===== src/rtl/ddr3_partial_wr_shaper_if.sv =====
// ---------------------------------------------------------------------------
// ddr3_partial_wr_shaper_if
// Write-data bus bundle for the DFI partial-write shaper.
//   seq_*  : sequencer -> shaper  (enable, data, byte mask; 1 = masked)
//   dfi_*  : shaper -> PHY        (enable, data, byte mask; 1 = masked)
// Modports: master = sequencer/PHY side (testbench), slave = shaper.
// ---------------------------------------------------------------------------
interface ddr3_partial_wr_shaper_if #(
  parameter int DATA_W = 32
);
  localparam int MASK_W = DATA_W / 8;

  logic              seq_wrdata_en_i;
  logic [DATA_W-1:0] seq_wrdata_i;
  logic [MASK_W-1:0] seq_wrdata_mask_i;
  logic              dfi_wrdata_en_o;
  logic [DATA_W-1:0] dfi_wrdata_o;
  logic [MASK_W-1:0] dfi_wrdata_mask_o;

  modport master (
    output seq_wrdata_en_i, seq_wrdata_i, seq_wrdata_mask_i,
    input  dfi_wrdata_en_o, dfi_wrdata_o, dfi_wrdata_mask_o
  );

  modport slave (
    input  seq_wrdata_en_i, seq_wrdata_i, seq_wrdata_mask_i,
    output dfi_wrdata_en_o, dfi_wrdata_o, dfi_wrdata_mask_o
  );
endinterface


===== src/rtl/ddr3_partial_wr_shaper.sv =====
// ---------------------------------------------------------------------------
// ddr3_partial_wr_shaper
// Registered DFI write-data shaper. Tracks the beat index inside each write
// burst and forces byte masks on beats that are not kept (head / window /
// bitmap modes). Enable, data and mask leave together one clock after entry.
//
// Ports
//   clk_i, rst_i     clock, async active-high reset
//   cfg_*            mode/start/len/bitmap, sampled at each burst start
//   bus (slave)      seq_* in, dfi_* out (see ddr3_partial_wr_shaper_if)
//   busy_o           high on the output cycle of every burst beat
//   burst_done_o     pulse with the last output beat of a burst
//   stat_clr_i       sync clear of the statistics counters
//   stat_bursts_o    completed bursts (saturating)
//   stat_masked_o    output beats force-masked (saturating)
//
// Build option: define PARTIAL_WR_STATS_EN to build the statistics counters;
// otherwise stat_*_o are tied to 0 and stat_clr_i is ignored.
// ---------------------------------------------------------------------------
module ddr3_partial_wr_shaper #(
  parameter  int DATA_W    = 32,
  parameter  int MAX_BEATS = 8,
  parameter  int CNT_W     = 16,
  localparam int MASK_W    = DATA_W / 8,
  localparam int BEAT_W    = $clog2(MAX_BEATS)
) (
  input  logic                  clk_i,
  input  logic                  rst_i,
  input  logic [1:0]            cfg_mode_i,
  input  logic [BEAT_W-1:0]     cfg_start_i,
  input  logic [BEAT_W:0]       cfg_len_i,
  input  logic [MAX_BEATS-1:0]  cfg_bitmap_i,
  ddr3_partial_wr_shaper_if.slave bus,
  output logic                  busy_o,
  output logic                  burst_done_o,
  input  logic                  stat_clr_i,
  output logic [CNT_W-1:0]      stat_bursts_o,
  output logic [CNT_W-1:0]      stat_masked_o
);

  typedef enum logic {S_IDLE, S_BURST} state_e;

  localparam logic [BEAT_W-1:0] LAST_BEAT = BEAT_W'(MAX_BEATS - 1);

  state_e                state_q, state_d;
  logic [BEAT_W-1:0]     beat_q, beat_d;
  logic                  start_burst;

  // Shadow config, captured at burst start
  logic [1:0]            mode_q;
  logic [BEAT_W-1:0]     start_q;
  logic [BEAT_W:0]       len_q;
  logic [MAX_BEATS-1:0]  bmp_q;

  // Config in effect for the beat entering this cycle
  logic [1:0]            mode_e;
  logic [BEAT_W-1:0]     start_e;
  logic [BEAT_W:0]       len_e;
  logic [MAX_BEATS-1:0]  bmp_e;
  logic [BEAT_W+1:0]     win_end;
  logic                  keep;

  logic                  out_en_q, out_last_q;
  logic [DATA_W-1:0]     out_data_q;
  logic [MASK_W-1:0]     out_mask_q;

  // Next-state / beat tracking. A full burst rolls straight into a new one
  // when enable stays high past the last beat.
  always_comb begin
    state_d     = state_q;
    beat_d      = beat_q;
    start_burst = 1'b0;
    if (bus.seq_wrdata_en_i) begin
      state_d = S_BURST;
      if (state_q == S_IDLE || beat_q == LAST_BEAT) begin
        start_burst = 1'b1;
        beat_d      = '0;
      end else begin
        beat_d = beat_q + 1'b1;
      end
    end else begin
      state_d = S_IDLE;
      beat_d  = '0;
    end
  end

  // The first beat of a burst must already see the new config, so it is
  // taken from the inputs directly in the same cycle it is latched.
  always_comb begin
    mode_e  = start_burst ? cfg_mode_i   : mode_q;
    start_e = start_burst ? cfg_start_i  : start_q;
    len_e   = start_burst ? cfg_len_i    : len_q;
    bmp_e   = start_burst ? cfg_bitmap_i : bmp_q;
    // Wide sum so start+len never wraps: window is clipped at the last beat.
    win_end = {2'b00, start_e} + {1'b0, len_e};
    keep    = 1'b1;
    case (mode_e)
      2'd1:    keep = ({1'b0, beat_d} < len_e);
      2'd2:    keep = (beat_d >= start_e) && ({2'b00, beat_d} < win_end);
      2'd3:    keep = bmp_e[beat_d];
      default: keep = 1'b1;
    endcase
  end

  always_ff @(posedge clk_i or posedge rst_i) begin
    if (rst_i) begin
      state_q    <= S_IDLE;
      beat_q     <= '0;
      mode_q     <= 2'd0;
      start_q    <= '0;
      len_q      <= '0;
      bmp_q      <= '0;
      out_en_q   <= 1'b0;
      out_last_q <= 1'b0;
      out_data_q <= '0;
      out_mask_q <= '1;
    end else begin
      state_q <= state_d;
      beat_q  <= beat_d;
      if (start_burst) begin
        mode_q  <= cfg_mode_i;
        start_q <= cfg_start_i;
        len_q   <= cfg_len_i;
        bmp_q   <= cfg_bitmap_i;
      end
      out_en_q   <= bus.seq_wrdata_en_i;
      out_last_q <= bus.seq_wrdata_en_i && (beat_d == LAST_BEAT);
      out_data_q <= bus.seq_wrdata_i;
      out_mask_q <= bus.seq_wrdata_en_i ? (bus.seq_wrdata_mask_i | {MASK_W{~keep}})
                                        : '1;
    end
  end

  assign bus.dfi_wrdata_en_o   = out_en_q;
  assign bus.dfi_wrdata_o      = out_data_q;
  assign bus.dfi_wrdata_mask_o = out_mask_q;
  assign busy_o                = out_en_q;
  // A full burst is known to end from the registered beat index. A short
  // burst only ends once enable drops, which is visible on the input in the
  // same cycle the last beat is presented, so that term is combinational.
  assign burst_done_o = out_en_q && (out_last_q || !bus.seq_wrdata_en_i);

`ifdef PARTIAL_WR_STATS_EN
  logic             keep_q;
  logic [CNT_W-1:0] bursts_q, masked_q;

  always_ff @(posedge clk_i or posedge rst_i) begin
    if (rst_i) begin
      keep_q   <= 1'b1;
      bursts_q <= '0;
      masked_q <= '0;
    end else begin
      keep_q <= keep;
      if (stat_clr_i) begin
        bursts_q <= '0;
        masked_q <= '0;
      end else begin
        if (burst_done_o && !(&bursts_q))          bursts_q <= bursts_q + 1'b1;
        if (out_en_q && !keep_q && !(&masked_q))   masked_q <= masked_q + 1'b1;
      end
    end
  end

  assign stat_bursts_o = bursts_q;
  assign stat_masked_o = masked_q;
`else
  logic unused_stat_clr;
  assign unused_stat_clr = stat_clr_i;
  assign stat_bursts_o   = '0;
  assign stat_masked_o   = '0;
`endif

endmodule


===== src/flat_wrapper.sv =====
// flat-port wrapper written by rule: the top's interface ports become plain ports
module ddr3_partial_wr_shaper_flat 
#(
  parameter  int DATA_W    = 32,
  parameter  int MAX_BEATS = 8,
  parameter  int CNT_W     = 16,
  localparam int MASK_W    = DATA_W / 8,
  localparam int BEAT_W    = $clog2(MAX_BEATS)
)
  (clk_i, rst_i, cfg_mode_i, cfg_start_i, cfg_len_i, cfg_bitmap_i, busy_o, burst_done_o, stat_clr_i, stat_bursts_o, stat_masked_o, bus_seq_wrdata_en_i, bus_seq_wrdata_i, bus_seq_wrdata_mask_i, bus_dfi_wrdata_en_o, bus_dfi_wrdata_o, bus_dfi_wrdata_mask_o);
  ddr3_partial_wr_shaper_if #(.DATA_W(DATA_W)) bus_i ();
  input  logic clk_i;
  input  logic rst_i;
  input  logic [1:0] cfg_mode_i;
  input  logic [BEAT_W-1:0] cfg_start_i;
  input  logic [BEAT_W:0] cfg_len_i;
  input  logic [MAX_BEATS-1:0] cfg_bitmap_i;
  output logic busy_o;
  output logic burst_done_o;
  input  logic stat_clr_i;
  output logic [CNT_W-1:0] stat_bursts_o;
  output logic [CNT_W-1:0] stat_masked_o;
  input wire logic [$bits(bus_i.seq_wrdata_en_i)-1:0] bus_seq_wrdata_en_i;
  input wire logic [$bits(bus_i.seq_wrdata_i)-1:0] bus_seq_wrdata_i;
  input wire logic [$bits(bus_i.seq_wrdata_mask_i)-1:0] bus_seq_wrdata_mask_i;
  output wire logic [$bits(bus_i.dfi_wrdata_en_o)-1:0] bus_dfi_wrdata_en_o;
  output wire logic [$bits(bus_i.dfi_wrdata_o)-1:0] bus_dfi_wrdata_o;
  output wire logic [$bits(bus_i.dfi_wrdata_mask_o)-1:0] bus_dfi_wrdata_mask_o;
  assign bus_i.seq_wrdata_en_i = bus_seq_wrdata_en_i;
  assign bus_i.seq_wrdata_i = bus_seq_wrdata_i;
  assign bus_i.seq_wrdata_mask_i = bus_seq_wrdata_mask_i;
  assign bus_dfi_wrdata_en_o = bus_i.dfi_wrdata_en_o;
  assign bus_dfi_wrdata_o = bus_i.dfi_wrdata_o;
  assign bus_dfi_wrdata_mask_o = bus_i.dfi_wrdata_mask_o;
  ddr3_partial_wr_shaper #(.DATA_W(DATA_W), .MAX_BEATS(MAX_BEATS), .CNT_W(CNT_W)) u_core (.clk_i(clk_i), .rst_i(rst_i), .cfg_mode_i(cfg_mode_i), .cfg_start_i(cfg_start_i), .cfg_len_i(cfg_len_i), .cfg_bitmap_i(cfg_bitmap_i), .bus(bus_i), .busy_o(busy_o), .burst_done_o(burst_done_o), .stat_clr_i(stat_clr_i), .stat_bursts_o(stat_bursts_o), .stat_masked_o(stat_masked_o));
endmodule

===== config.mk =====
export PLATFORM = sky130hd
export DESIGN_NAME = ddr3_partial_wr_shaper_flat
export DESIGN_NICKNAME = d
export VERILOG_FILES = /design/src/rtl/ddr3_partial_wr_shaper_if.sv /design/src/rtl/ddr3_partial_wr_shaper.sv /design/src/flat_wrapper.sv
export SDC_FILE = /design/constraint.sdc
export NUM_CORES = 1
export LEC_CHECK = 0
export CAP_MARGIN = 20
export CORE_ASPECT_RATIO = 1.25
export CORE_MARGIN = 10
export CORE_UTILIZATION = 41
export DETAILED_ROUTE_END_ITERATION = 10
export PLACE_DENSITY = 0.81
export SETUP_SLACK_MARGIN = 0.3
export SLEW_MARGIN = 5
export SYNTH_ARGS = -nofsm -noshare
export SYNTH_HDL_FRONTEND = slang
export SYNTH_SLANG_ARGS = --single-unit
export TNS_END_PERCENT = 20

===== constraint.sdc =====
create_clock -name clk_i -period 3.9 [get_ports clk_i]
set_clock_uncertainty 0.05 [all_clocks]
set_input_delay 0.78 -clock clk_i [delete_from_list [all_inputs] [get_ports clk_i]]
set_output_delay 0.78 -clock clk_i [all_outputs]
set_load 0.05 [all_outputs]

### Word-level counts from Yosys, hierarchy flattened

Cells that the tools add are included.

* add/sub/neg operators: 2
* $lt $le $gt $ge: 4
* eq/ne operators: 5
* multiplexer cells: 13
* bitwise gates (word level): 3
* reductions and logical operators: 6

Operators with widths (count)
* $mux W3: 3
* $mux W4: 2
* $mux W8: 1
* $eq A3 B3 Y1 const B: 2
* $add A3 B4 Y5: 1
* $lt A3 B5 Y1: 1
* $eq A2 B2 Y1 const B: 2
* $lt A3 B4 Y1: 1
* $lt A3 B4 Y1 const B: 1
* $mux W1: 4
* $or A4 B4 Y4: 1
* $add A3 B1 Y3 const B: 1
* $bmux W1 S3: 1
* $ge A3 B3 Y1: 1
* $logic_and A1 B1 Y1: 3
* $pmux W1 S3: 1
* $eq A2 B1 Y1 const B: 1
* $logic_or A1 B1 Y1: 2
* $mux W2: 1
* $not A1 Y1: 2
* $logic_not A1 Y1: 1

* register bits: 59
* bits of input ports: 57
* output and inout bits: 71
* logic and storage cells: 43

### Logic depth before layout (Yosys ltp)

Gate-level depths: netlist (run 1).

* depth in word-level cells: 12
* gate-level depth with buffers: 17
* mapped depth without buffers: 15

### Least setup slack after synthesis (run 1)

No wires, ideal clock.

* kind: register to register
* start point: reg u_core.beat_q[0]
* end point: reg u_core.out_mask_q[0] (netlist: u_core.bus.dfi_wrdata_mask_o[0])
* setup time: 0.083 ns
* arrival time: 3.425 ns
* required time: 3.767 ns
* path slack: 0.342 ns
* cell stages (with the launch flop): 17
* buffers on the path: 2
* clock period less this slack: 3.558 ns
* cell sequence: dfrtp_1 ha_1 ha_1 nand2b_1 buf_4 nand2_4 buf_1 mux2_2 ha_1 ha_1 a21oi_1 mux2i_1 xnor2_1 ha_1 nor2b_1 o221ai_2 a41oi_1

* cells in the longest elaborated chain, start to end: 12
* elaborated cells on any way between the ends: 25
* those cells by class: add/sub (2); order compare (3); eq/ne (4); mux (12); bitwise (2); reduce/logical (2)

Ends and longest elaborated chain
* start: declaration: line ddr3_partial_wr_shaper.sv:46 `logic [BEAT_W-1:0] beat_q, beat_d;`
* start signal: assignment: line ddr3_partial_wr_shaper.sv:119 `beat_q <= beat_d;`
* $eq A3 B3 Y1 *: line ddr3_partial_wr_shaper.sv:75 `if (state_q == S_IDLE || beat_q == LAST_BEAT) begin`
* $logic_or A1 B1 Y1 *: line ddr3_partial_wr_shaper.sv:75
* $mux W1 *: line ddr3_partial_wr_shaper.sv:75
* $mux W1 *: line ddr3_partial_wr_shaper.sv:73 `if (bus.seq_wrdata_en_i) begin`
* $mux W3 *: line ddr3_partial_wr_shaper.sv:91 `start_e = start_burst ? cfg_start_i : start_q;`
* net u_core.start_e[0]: line ddr3_partial_wr_shaper.sv:57 `logic [BEAT_W-1:0] start_e;`
* $add A3 B4 Y5: line ddr3_partial_wr_shaper.sv:95 `win_end = {2'b00, start_e} + {1'b0, len_e};`
* $lt A3 B5 Y1: line ddr3_partial_wr_shaper.sv:99 `2'd2: keep = (beat_d >= start_e) && ({2'b00, beat_d} < win_end);`
* $logic_and A1 B1 Y1 *: line ddr3_partial_wr_shaper.sv:99
* $pmux W1 S3 *: line ddr3_partial_wr_shaper.sv:97 `case (mode_e)`
* $not A1 Y1 *: line ddr3_partial_wr_shaper.sv:129 `out_mask_q <= bus.seq_wrdata_en_i ? (bus.seq_wrdata_mask_i | {MASK_W{~keep}})`
* $or A4 B4 Y4 *: line ddr3_partial_wr_shaper.sv:129
* $mux W4 *: line ddr3_partial_wr_shaper.sv:129
* end signal: assignment: line ddr3_partial_wr_shaper.sv:129
* end: declaration: line ddr3_partial_wr_shaper.sv:65 `logic [MASK_W-1:0] out_mask_q;`

The timed path passes the listed nets; every way through them passes the cells marked *. The select of a mux whose other input is x is not followed.

### Worst setup path after layout (run 1)

* start point: in bus_seq_wrdata_en_i
* end point: reg u_core.out_mask_q[0] (netlist: u_core.bus.dfi_wrdata_mask_o[0])

* cells in the longest elaborated chain, start to end: 9
* elaborated cells on any way between the ends: 20
* those cells by class: add/sub (1); order compare (3); eq/ne (3); mux (10); bitwise (2); reduce/logical (1)

Ends and longest elaborated chain
* start: declaration: line flat_wrapper.sv:23 `input wire logic [$bits(bus_i.seq_wrdata_en_i)-1:0] bus_seq_wrdata_en_i;`
* $mux W1 *: line ddr3_partial_wr_shaper.sv:73
* $mux W3 *: line ddr3_partial_wr_shaper.sv:91
* net u_core.start_e[0]: line ddr3_partial_wr_shaper.sv:57
* $add A3 B4 Y5: line ddr3_partial_wr_shaper.sv:95
* $lt A3 B5 Y1: line ddr3_partial_wr_shaper.sv:99
* $logic_and A1 B1 Y1 *: line ddr3_partial_wr_shaper.sv:99
* $pmux W1 S3 *: line ddr3_partial_wr_shaper.sv:97
* $not A1 Y1 *: line ddr3_partial_wr_shaper.sv:129
* $or A4 B4 Y4 *: line ddr3_partial_wr_shaper.sv:129
* $mux W4 *: line ddr3_partial_wr_shaper.sv:129

Marked as above.

==> results.toml, run 1 <==
[sta]
rsz0062_at_grt = "false"
worst_pin_slew_ns = 0.571
setup_viol = 0
drv_slew = 0
whs_ns = 0.453
clock.fmax_ghz = 0.294
slew_headroom = 0.617
fin_crit_sh = 0.873
hold_viol = 0
worst_slack_ns = 0.494
setup_tns_ns = 0
timing.final.crit_period_ns = 3.41

[placement]
dp_slack_ns = 0.152
hpwlAfterDp_mm = 5.57
dp_cells = 401
place.gp.congestion = 0.839
io_buffers = 94
place_area_um2 = 3590

[power_and_ir_drop]
power_mw = 1.70
p_leak_nw = 1.73
p_per_area_nw_per_um2 = 442
peakVddDrop_v = 0.000281

[synth]
synth_cell_type_count = 51
synth_seq_cells = 58
synth_edf_count = 0
yosysTopAreaCellShare = 0.506
yosysTopAreaCell = "dfrtp_1"
ys_top_cells_by_area = "dfrtp_1 (51%), buf_4 (9.6%), ha_1 (4.7%), dfstp_2 (3.9%), mux2_2 (3.8%)"
ys_seq_area_frac = 0.545
syn_area_um2 = 2670
yosysWarnings = 0
async_reset_ff_frac = 1.00
synthFlopType = "dfrtp_1"
synth.avg_cell_area_um2 = 12.0
synthCells = 223

[grt]
grt_max_degree = 56
globalRouteOverflowTotal = 0
grt_pass1_vias = 2275
antenna_found_initial = 0
grt.total_usage = 0.142
grt_pass1_wl_mm = 11.3

[setup_path]
r2r_start = "u_core.beat_q[0]$_DFF_PP0_"
worstPathMaxFanout = 7
reg2reg_to = "u_core.bus.dfi_wrdata_mask_o[0]$_DFF_PP1_"
crit_type = "input port to flop"
r2r_slack_ns = 0.53
setup.worst_path.start = "bus_seq_wrdata_en_i"
crit_arrival_ns = 3.60
crit_required_ns = 4.09
cp-end-kind = "flop"
endpoint = "u_core.bus.dfi_wrdata_mask_o[0]$_DFF_PP1_"
reg2reg_depth = 14
start_kind = "input port"

[finish]
fin_area_um2 = 3850
fillerInstances = 494
fin_util = 0.616
drive_gt1_frac = 0.160
diodes = 0
final_nets = 395
synthToLayoutAreaGrowth_pct = 44.1
finalNonFillerCells = 417

[cts]
h-tree-depth = 3
worstSkewPairLatency_ns = 0.34
root_buffer = "clkbuf_8"
cts.sinks = 58
clk_path_buf_depth = 2
clk_pin_slew_ns = 0.07
tritoncts = "yes"
numCtsBuffers = 9
postCtsSetupBuffers = 0

[route]
via_count = 2010
drc = 0
wire_per_inst_um = 17.0
ant_nets = 0
vias_per_cell = 4.82
dr.pass1.iters = 4
wirelength_mm = 7.08
drt_iter0_drc = 146

[min_path]
hold_depth = 1
hold_class = "flop to flop"

[die]
die_h_um = 110
start_util = 0.428
die_w_um = 92.2
rows = 32
ios = 128
core_um2 = 6250
dieArea_um2 = 10200

[run_status]
status = "completed"

[flow_run]
max-cap-violations = 0
-- synth_stat cells, types with 2 or more instances --
cell	n
dfrtp_1	54
buf_4	34
inv_1	16
nand2_1	15
ha_1	10
mux2_2	9
a21oi_1	6
o21ai_0	6
a311oi_1	5
a41oi_1	5
dfstp_2	4
nor2_1	4
nor3_1	4
nand3_1	3
xnor2_1	3
a21o_1	2
a31oi_1	2
and3_1	2
buf_6	2
inv_2	2
nand4b_1	2
nor2b_1	2
o21a_1	2
xor2_1	2
-- cell usage in the layout, fill, tap and decap left out, drive strengths merged, types with 3 or more instances in the layout --
cell,n
a21oi,6
mux2,10
buf,8
clkbuf,12
nor2,5
nand3,3
nor3,4
dfrtp,54
inv,18
ha,10
a311oi,6
xnor2,3
a41oi,5
nand2,16
clkdlybuf4s50,93
conb,32
o21ai,6
dfstp,4
-- worst min path at each step --
stage,start,endpoint,slack [ns]
4_1_cts,u_core.bmp_q[1]$_DFF_PP0_,u_core.bmp_q[1]$_DFF_PP0_,0.46
2_1_floorplan,u_core.bmp_q[1]$_DFF_PP0_,u_core.bmp_q[1]$_DFF_PP0_,0.41
6_report,u_core.bmp_q[1]$_DFF_PP0_,u_core.bmp_q[1]$_DFF_PP0_,0.45
5_1_grt,u_core.bmp_q[4]$_DFF_PP0_,u_core.bmp_q[4]$_DFF_PP0_,0.47
3_5_place_dp,u_core.bmp_q[1]$_DFF_PP0_,u_core.bmp_q[1]$_DFF_PP0_,0.44
3_3_place_gp,u_core.bmp_q[6]$_DFF_PP0_,u_core.bmp_q[6]$_DFF_PP0_,0.44
-- registers in the layout, indices dropped and copies added (netlist names) --
signal / cells
u_core.bus.dfi_wrdata_o: 32
u_core.bmp_q: 8
u_core.bus.dfi_wrdata_mask_o: 4
u_core.len_q: 4
u_core.beat_q: 3
u_core.start_q: 3
u_core.mode_q: 2
u_core.bus.dfi_wrdata_en_o: 1
u_core.out_last_q: 1
-- what timing repair did --
action | in CTS | in global routing
setup endpoints to repair | 0 | 4
gates resized for setup | 0 | 6
hold buffers | 0 | 0
-- critical path, cell delays in order --
cell and delay [ns]:
clkdlybuf4s50_1 0.59, nand2_4 0.13, mux2_2 0.37, ha_1 0.25, ha_1 0.23, a21oi_2 0.14, mux2i_1 0.11, xnor2_1 0.14
ha_1 0.26, nor2b_1 0.14, o221ai_2 0.29, a41oi_1 0.17
-- power by group --
| part | internal, mW | leakage [nW] | switching (mW) | total (mW) |
|---|---|---|---|---|
| Combinational | 0.166 | 0.942 | 0.281 | 0.447 |
| Sequential | 0.653 | 0.685 | 0.0236 | 0.677 |
| Clock | 0.356 | 0.100 | 0.224 | 0.579 |
| Total | 1.17 | 1.73 | 0.528 | 1.70 |
-- area by class of cell --
| class | count | area [µm²] | area share |
|---|---|---|---|
| inverters | 18 | 67.6 | 0.0175 |
| multi-input cells | 140 | 1020 | 0.264 |
| repair buffers | 101 | 1000 | 0.261 |
| clock inverters | 3 | 65.1 | 0.0169 |
| clock buffers | 12 | 135 | 0.0351 |
| flip-flops and latches | 58 | 1460 | 0.378 |
| well taps | 85 | 106 | 0.0276 |
-- logic make-up (layout without fill, tap and decap cells) --
logic type / count (synthesis) / count (layout) / share of synthesized area
AO/OA/AOI/OAI: 39 / 39 / 0.116
XOR/XNOR: 5 / 5 / 0.0164
adder cells (fa/ha/maj): 10 / 10 / 0.0468
buffers and inverters: 56 / 134 / 0.132
flip-flops: 58 / 58 / 0.545
multiplexers: 12 / 12 / 0.0511
other: 1 / 32 / 0.00140
AND/OR/NAND/NOR: 42 / 42 / 0.0913
-- per-layer routing --
layer / global-route usage / vias up / part of all wire
met5: 0 / - / 0
met4: 0.0662 / 0 / 0.017
met3: 0.0927 / 10 / 0.14
met2: 0.245 / 110 / 0.51
met1: 0.129 / 963 / 0.34
li1: - / 927 / -
Power figures use the tool's default switching activity.
==> run 2: changes to the inputs <==
--- a/config.mk
+++ b/config.mk
@@ -5,7 +5,6 @@
 export SDC_FILE = /design/constraint.sdc
 export NUM_CORES = 1
 export LEC_CHECK = 0
-export CAP_MARGIN = 20
 export CORE_ASPECT_RATIO = 1.25
 export CORE_MARGIN = 10
 export CORE_UTILIZATION = 41
==> run 2 against run 1 <==
Design area decreased by 0.52%; core utilization shrank 0.32 points; clock power hardly changed; final cell count shrank 0.24%; first-iteration DRC count rose by 13%; worst hold slack better by 0.0011 ns; sequential power about the same; highest routed layer unchanged; wire length rose by 0.95%; non-clock buffer count down 1; fmax fell by 0.40%; flip-flop and latch count stayed put.
==> results.toml, run 2 (synthesis gave the netlist of run 1 again) <==
[run_status]
status = "completed"

[die]
die_h_um = 110
core_um2 = 6250
start_util = 0.428
rows = 32
dieArea_um2 = 10200
die_w_um = 92.2
ios = 128

[route]
vias_per_cell = 4.87
via_count = 2027
wire_per_inst_um = 17.2
drt_iter0_drc = 165
dr.pass1.iters = 4
drc = 0
ant_nets = 0
wirelength_mm = 7.15

[finish]
drive_gt1_frac = 0.157
final_common_cell = "clkdlybuf4s50_1"
diodes = 0
synthToLayoutAreaGrowth_pct = 43.4
fin_area_um2 = 3830
final_nets = 394
largest_reg_flops = 32
fillerInstances = 497
mostFrequentLayoutCells = "clkdlybuf4s50_1 (93), dfrtp_1 (54), conb_1 (32), nand2_1 (15), inv_1 (15)"
finalNonFillerCells = 416

[sta]
timing.final.crit_period_ns = 3.42
rsz0062_at_grt = "false"
setup_tns_ns = 0
hold_viol = 0
slew_headroom = 0.258
fin_crit_sh = 0.877
worst_pin_slew_ns = 1.11
drv_slew = 0
setup_viol = 0
clock.fmax_ghz = 0.292

[setup_path]
crit_chain = "clkdlybuf4s50_1 > nand2_4 > mux2_2 > ha_1 > ha_1 > a21oi_2 > mux2i_1 > xnor2_1 > ha_1 > nor2b_1 > o221ai_2 > a41oi_1"
crit_path_frequent_cell = "ha_1"
cp_top_family = "adder cells"
crit_required_ns = 4.09
start_kind = "input port"
cpMaxStageDelayCell = "clkdlybuf4s50_1"
cp-end-kind = "flop"
worstPathMaxFanout = 7
crit_arrival_ns = 3.61
setup.worst_path.start = "bus_seq_wrdata_en_i"
crit_type = "input port to flop"
slowest_delay_ns = 0.59
r2r_start = "u_core.beat_q[0]$_DFF_PP0_"
critical_path_buf_inv_count = 1

[grt]
globalRouteOverflowTotal = 0
antenna_found_initial = 0
grt.total_usage = 0.142
grt_pass1_wl_mm = 11.3
grt_max_degree = 56
grt_pass1_vias = 2275

[power_and_ir_drop]
power_mw = 1.70
peakVddDrop_v = 0.000282
p_per_area_nw_per_um2 = 445
p_leak_nw = 1.72

[cts]
worstSkewPairLatency_ns = 0.34
root_buffer = "clkbuf_8"
clk_pin_slew_ns = 0.07
clk_path_buf_depth = 2
h-tree-depth = 3
cts.sinks = 58
tritoncts = "yes"
numCtsBuffers = 9

[placement]
dp_cells = 401
place.gp.congestion = 0.839
io_buffers = 94
place_area_um2 = 3590
hpwlAfterDp_mm = 5.57

[min_path]
holdCritStartpoint = "u_core.bmp_q[1]$_DFF_PP0_"
hold_class = "flop to flop"

[flow_run]
max-cap-violations = 0
## run 2: cell types whose count changed in the layout (fill, tap and decap cells not counted)
cell,delta
buf_12,-1
## run 2: worst paths after layout
kind | endpoint | slack (ns) | cells past startpoint
min | u_core.bmp_q[1]$_DFF_PP0_ | 0.45 | 1
min reg2reg | u_core.bmp_q[1]$_DFF_PP0_ | 0.45 | 1
min in group asynchronous | u_core.bus.dfi_wrdata_o[30]$_DFF_PP0_ | 1.00 | 2
max in group asynchronous | u_core.bus.dfi_wrdata_mask_o[2]$_DFF_PP1_ | 2.05 | 3
max reg2reg | u_core.bus.dfi_wrdata_mask_o[0]$_DFF_PP1_ | 0.53 | 14
max | u_core.bus.dfi_wrdata_mask_o[0]$_DFF_PP1_ | 0.48 | 12
## run 2: what timing repair did
item,in CTS,in global routing
setup buffers,0,0
hold buffers,0,0
hold endpoints to repair,0,0
setup endpoints to repair,0,4
gates resized for setup,0,6
## run 2: metrics by stage
stage	utilization	setup WS [ns]	hold WS, ns
floorplan	-	0.342	0.412
global placement	0.575	0.230	0.438
detailed placement	0.575	0.152	0.443
CTS	0.607	0.445	0.458
global route	0.613	0.330	0.470
finish	0.613	0.480	0.454
## run 2: power by group
part,switching [mW],internal (mW),total [mW]
Clock,0.226,0.356,0.581
Sequential,0.0237,0.653,0.677
Combinational,0.282,0.164,0.445
Total,0.531,1.17,1.70
## run 2: metal layers
| layer | share of wire | vias up | routed length, µm | track usage |
|---|---|---|---|---|
| li1 | - | 926 | - | - |
| met1 | 0.34 | 981 | 2420 | 0.129 |
| met2 | 0.51 | 108 | 3630 | 0.245 |
| met3 | 0.14 | 12 | 965 | 0.0927 |
| met4 | 0.018 | 0 | 129 | 0.0662 |
| met5 | 0 | - | 0 | 0 |
## run 2: area by class of cell
type | count | area (µm²) | area share
Sequential cell | 58 | 1460 | 0.380
Multi-Input combinational cell | 140 | 1020 | 0.265
Timing Repair Buffer | 100 | 983 | 0.257
Clock buffer | 12 | 135 | 0.0353
Tap cell | 85 | 106 | 0.0278
Inverter | 18 | 67.6 | 0.0176
Clock inverter | 3 | 65.1 | 0.0170
## run 2: worst register-to-register path, stage by stage (launching register included)
cell and delay, ns:
dfrtp_1 0.41, ha_1 0.21, ha_1 0.24, nand2b_4 0.18
nand2_4 0.08, mux2_2 0.38, ha_1 0.25, ha_1 0.23
a21oi_2 0.14, mux2i_1 0.11, xnor2_1 0.14, ha_1 0.26
nor2b_1 0.14, o221ai_2 0.29, a41oi_1 0.18
==> run 3: changes to the inputs <==
--- a/config.mk
+++ b/config.mk
@@ -5,11 +5,13 @@
 export SDC_FILE = /design/constraint.sdc
 export NUM_CORES = 1
 export LEC_CHECK = 0
+export CELL_PAD_IN_SITES_DETAIL_PLACEMENT = 0
+export CELL_PAD_IN_SITES_GLOBAL_PLACEMENT = 2
 export CORE_ASPECT_RATIO = 1.25
 export CORE_MARGIN = 10
-export CORE_UTILIZATION = 41
+export CORE_UTILIZATION = 24
 export DETAILED_ROUTE_END_ITERATION = 10
-export PLACE_DENSITY = 0.81
+export PLACE_DENSITY_LB_ADDON = 0.1
 export SETUP_SLACK_MARGIN = 0.3
 export SLEW_MARGIN = 5
 export SYNTH_ARGS = -nofsm -noshare
==> run 3 against run 2 <==
Via count decreased by 4.7%; register-to-register slack improved by 0.02 ns; largest power group is now clock; flip-flop and latch count unchanged; die area increased by 55%; clock power increased by 50%; sequential power about the same; largest cell class unchanged; total power increased by 17%; highest routed layer unchanged; wire length increased by 8.4%; critical endpoint is now u_core.bus.dfi_wrdata_mask_o[2]$_DFF_PP1_; clock-buffer cell count increased by 2; core utilization decreased by 25 points; critical path depth decreased by 2.
==> results.toml, run 3 (synthesis gave the netlist of run 1 again) <==
[setup_path]
cp_top_family = "buffers and inverters"
crit_type = "input port to flop"
crit_arrival_ns = 3.58
crit_required_ns = 4.08
crit_chain = "clkdlybuf4s50_1 > buf_4 > inv_2 > nor2_4 > mux2_2 > ha_1 > o21ai_0 > a311oi_2 > o221ai_2 > a41oi_1"
crit_cells = 10
slowest_delay_ns = 0.55
reg2reg_depth = 14
cpMaxStageDelayCell = "clkdlybuf4s50_1"
critical_path_buf_inv_count = 3
start_kind = "input port"
worstPathMaxFanout = 21
cp-end-kind = "flop"

[placement]
hpwlAfterDp_mm = 6.18
place.gp.congestion = 0.794
io_buffers = 94

[route]
wire_per_inst_um = 16.6
via_count = 1932
wirelength_mm = 7.75
drc = 0
drt_iter0_drc = 80
dr.pass1.iters = 4
ant_nets = 0
vias_per_cell = 4.13

[grt]
grt_max_degree = 27
grt_pass1_vias = 2146
globalRouteOverflowTotal = 0
antenna_found_initial = 0
grt.total_usage = 0.0979
grt_pass1_wl_mm = 11.8

[min_path]
hold_depth = 1
hold_class = "flop to flop"

[cts]
postCtsSetupBuffers = 0
cts.sinks = 58
tritoncts = "yes"
root_buffer = "clkbuf_16"
clk_pin_slew_ns = 0.05
clk_path_buf_depth = 2
h-tree-depth = 3
worstSkewPairLatency_ns = 0.32
numCtsBuffers = 9

[power_and_ir_drop]
p_leak_nw = 1.78
power_mw = 1.99
peakVddDrop_v = 0.000138
p_per_area_nw_per_um2 = 496

[sta]
worst_pin_slew_ns = 0.545
setup_viol = 0
hold_viol = 0
timing.final.crit_period_ns = 3.39
drv_slew = 0
fin_crit_sh = 0.870
slew_headroom = 0.635
clock.fmax_ghz = 0.295
rsz0062_at_grt = "false"
setup_tns_ns = 0

[finish]
final_nets = 395
final_common_cell = "clkdlybuf4s50_1"
synthToLayoutAreaGrowth_pct = 50.0
diodes = 0
largest_reg_flops = 32
drive_gt1_frac = 0.156
mostFrequentLayoutCells = "clkdlybuf4s50_1 (93), dfrtp_1 (54), conb_1 (32), nand2_1 (15), inv_1 (15)"

[die]
rows = 43
die_h_um = 138
ios = 128
core_um2 = 11000
start_util = 0.243
die_w_um = 114
dieArea_um2 = 15800

[run_status]
status = "completed"

[flow_run]
max-cap-violations = 0
run 3: through the flow:
stage / hold WS, ns / utilization / worst slack, ns / instance area, µm² / cells
floorplan: 0.412 / - / 0.342 / 2790 / 254
global placement: 0.436 / 0.334 / 0.150 / 3660 / 452
detailed placement: 0.439 / 0.334 / 0.118 / 3660 / 452
CTS: 0.452 / 0.364 / 0.426 / 4000 / 468
global route: 0.479 / 0.365 / 0.323 / 4010 / 468
finish: 0.447 / 0.365 / 0.507 / 4010 / 468
run 3: what timing repair did:
item,in CTS,in global routing
gates resized for setup,0,3
hold buffers,0,0
endpoints found under the hold margin,0,0
endpoints found under the setup margin,0,4
run 3: cell type report:
cell class / count / area (µm²)
clock buffer: 14 / 274
clock inverter: 2 / 60.1
fill: 1124 / 6970
inverter: 18 / 67.6
multi-input combinational: 140 / 988
sequential: 58 / 1460
tap: 135 / 169
timing repair buffer: 101 / 991
run 3: worst paths after layout:
path | from | endpoint | slack, ns
setup / recovery | bus_seq_wrdata_en_i | u_core.bus.dfi_wrdata_mask_o[2]$_DFF_PP1_ | 0.51
hold / removal | u_core.bmp_q[1]$_DFF_PP0_ | u_core.bmp_q[1]$_DFF_PP0_ | 0.45
setup reg to reg | u_core.beat_q[0]$_DFF_PP0_ | u_core.bus.dfi_wrdata_mask_o[2]$_DFF_PP1_ | 0.55
hold reg to reg | u_core.bmp_q[1]$_DFF_PP0_ | u_core.bmp_q[1]$_DFF_PP0_ | 0.45
max in group asynchronous | rst_i | u_core.bus.dfi_wrdata_mask_o[3]$_DFF_PP1_ | 2.40
min in group asynchronous | rst_i | u_core.bus.dfi_wrdata_o[23]$_DFF_PP0_ | 0.68
run 3: metal layers:
| metal | routed length, µm | track usage | share of wire |
|---|---|---|---|
| met5 | 0 | 0 | 0 |
| met4 | 147 | 0.0453 | 0.019 |
| met3 | 655 | 0.0368 | 0.085 |
| met2 | 3560 | 0.154 | 0.46 |
| met1 | 3390 | 0.116 | 0.44 |
run 3: power by group:
group | leakage, nW | switching [mW] | internal [mW]
logic | 0.934 | 0.279 | 0.163
registers | 0.685 | 0.0222 | 0.654
clock network | 0.163 | 0.258 | 0.611
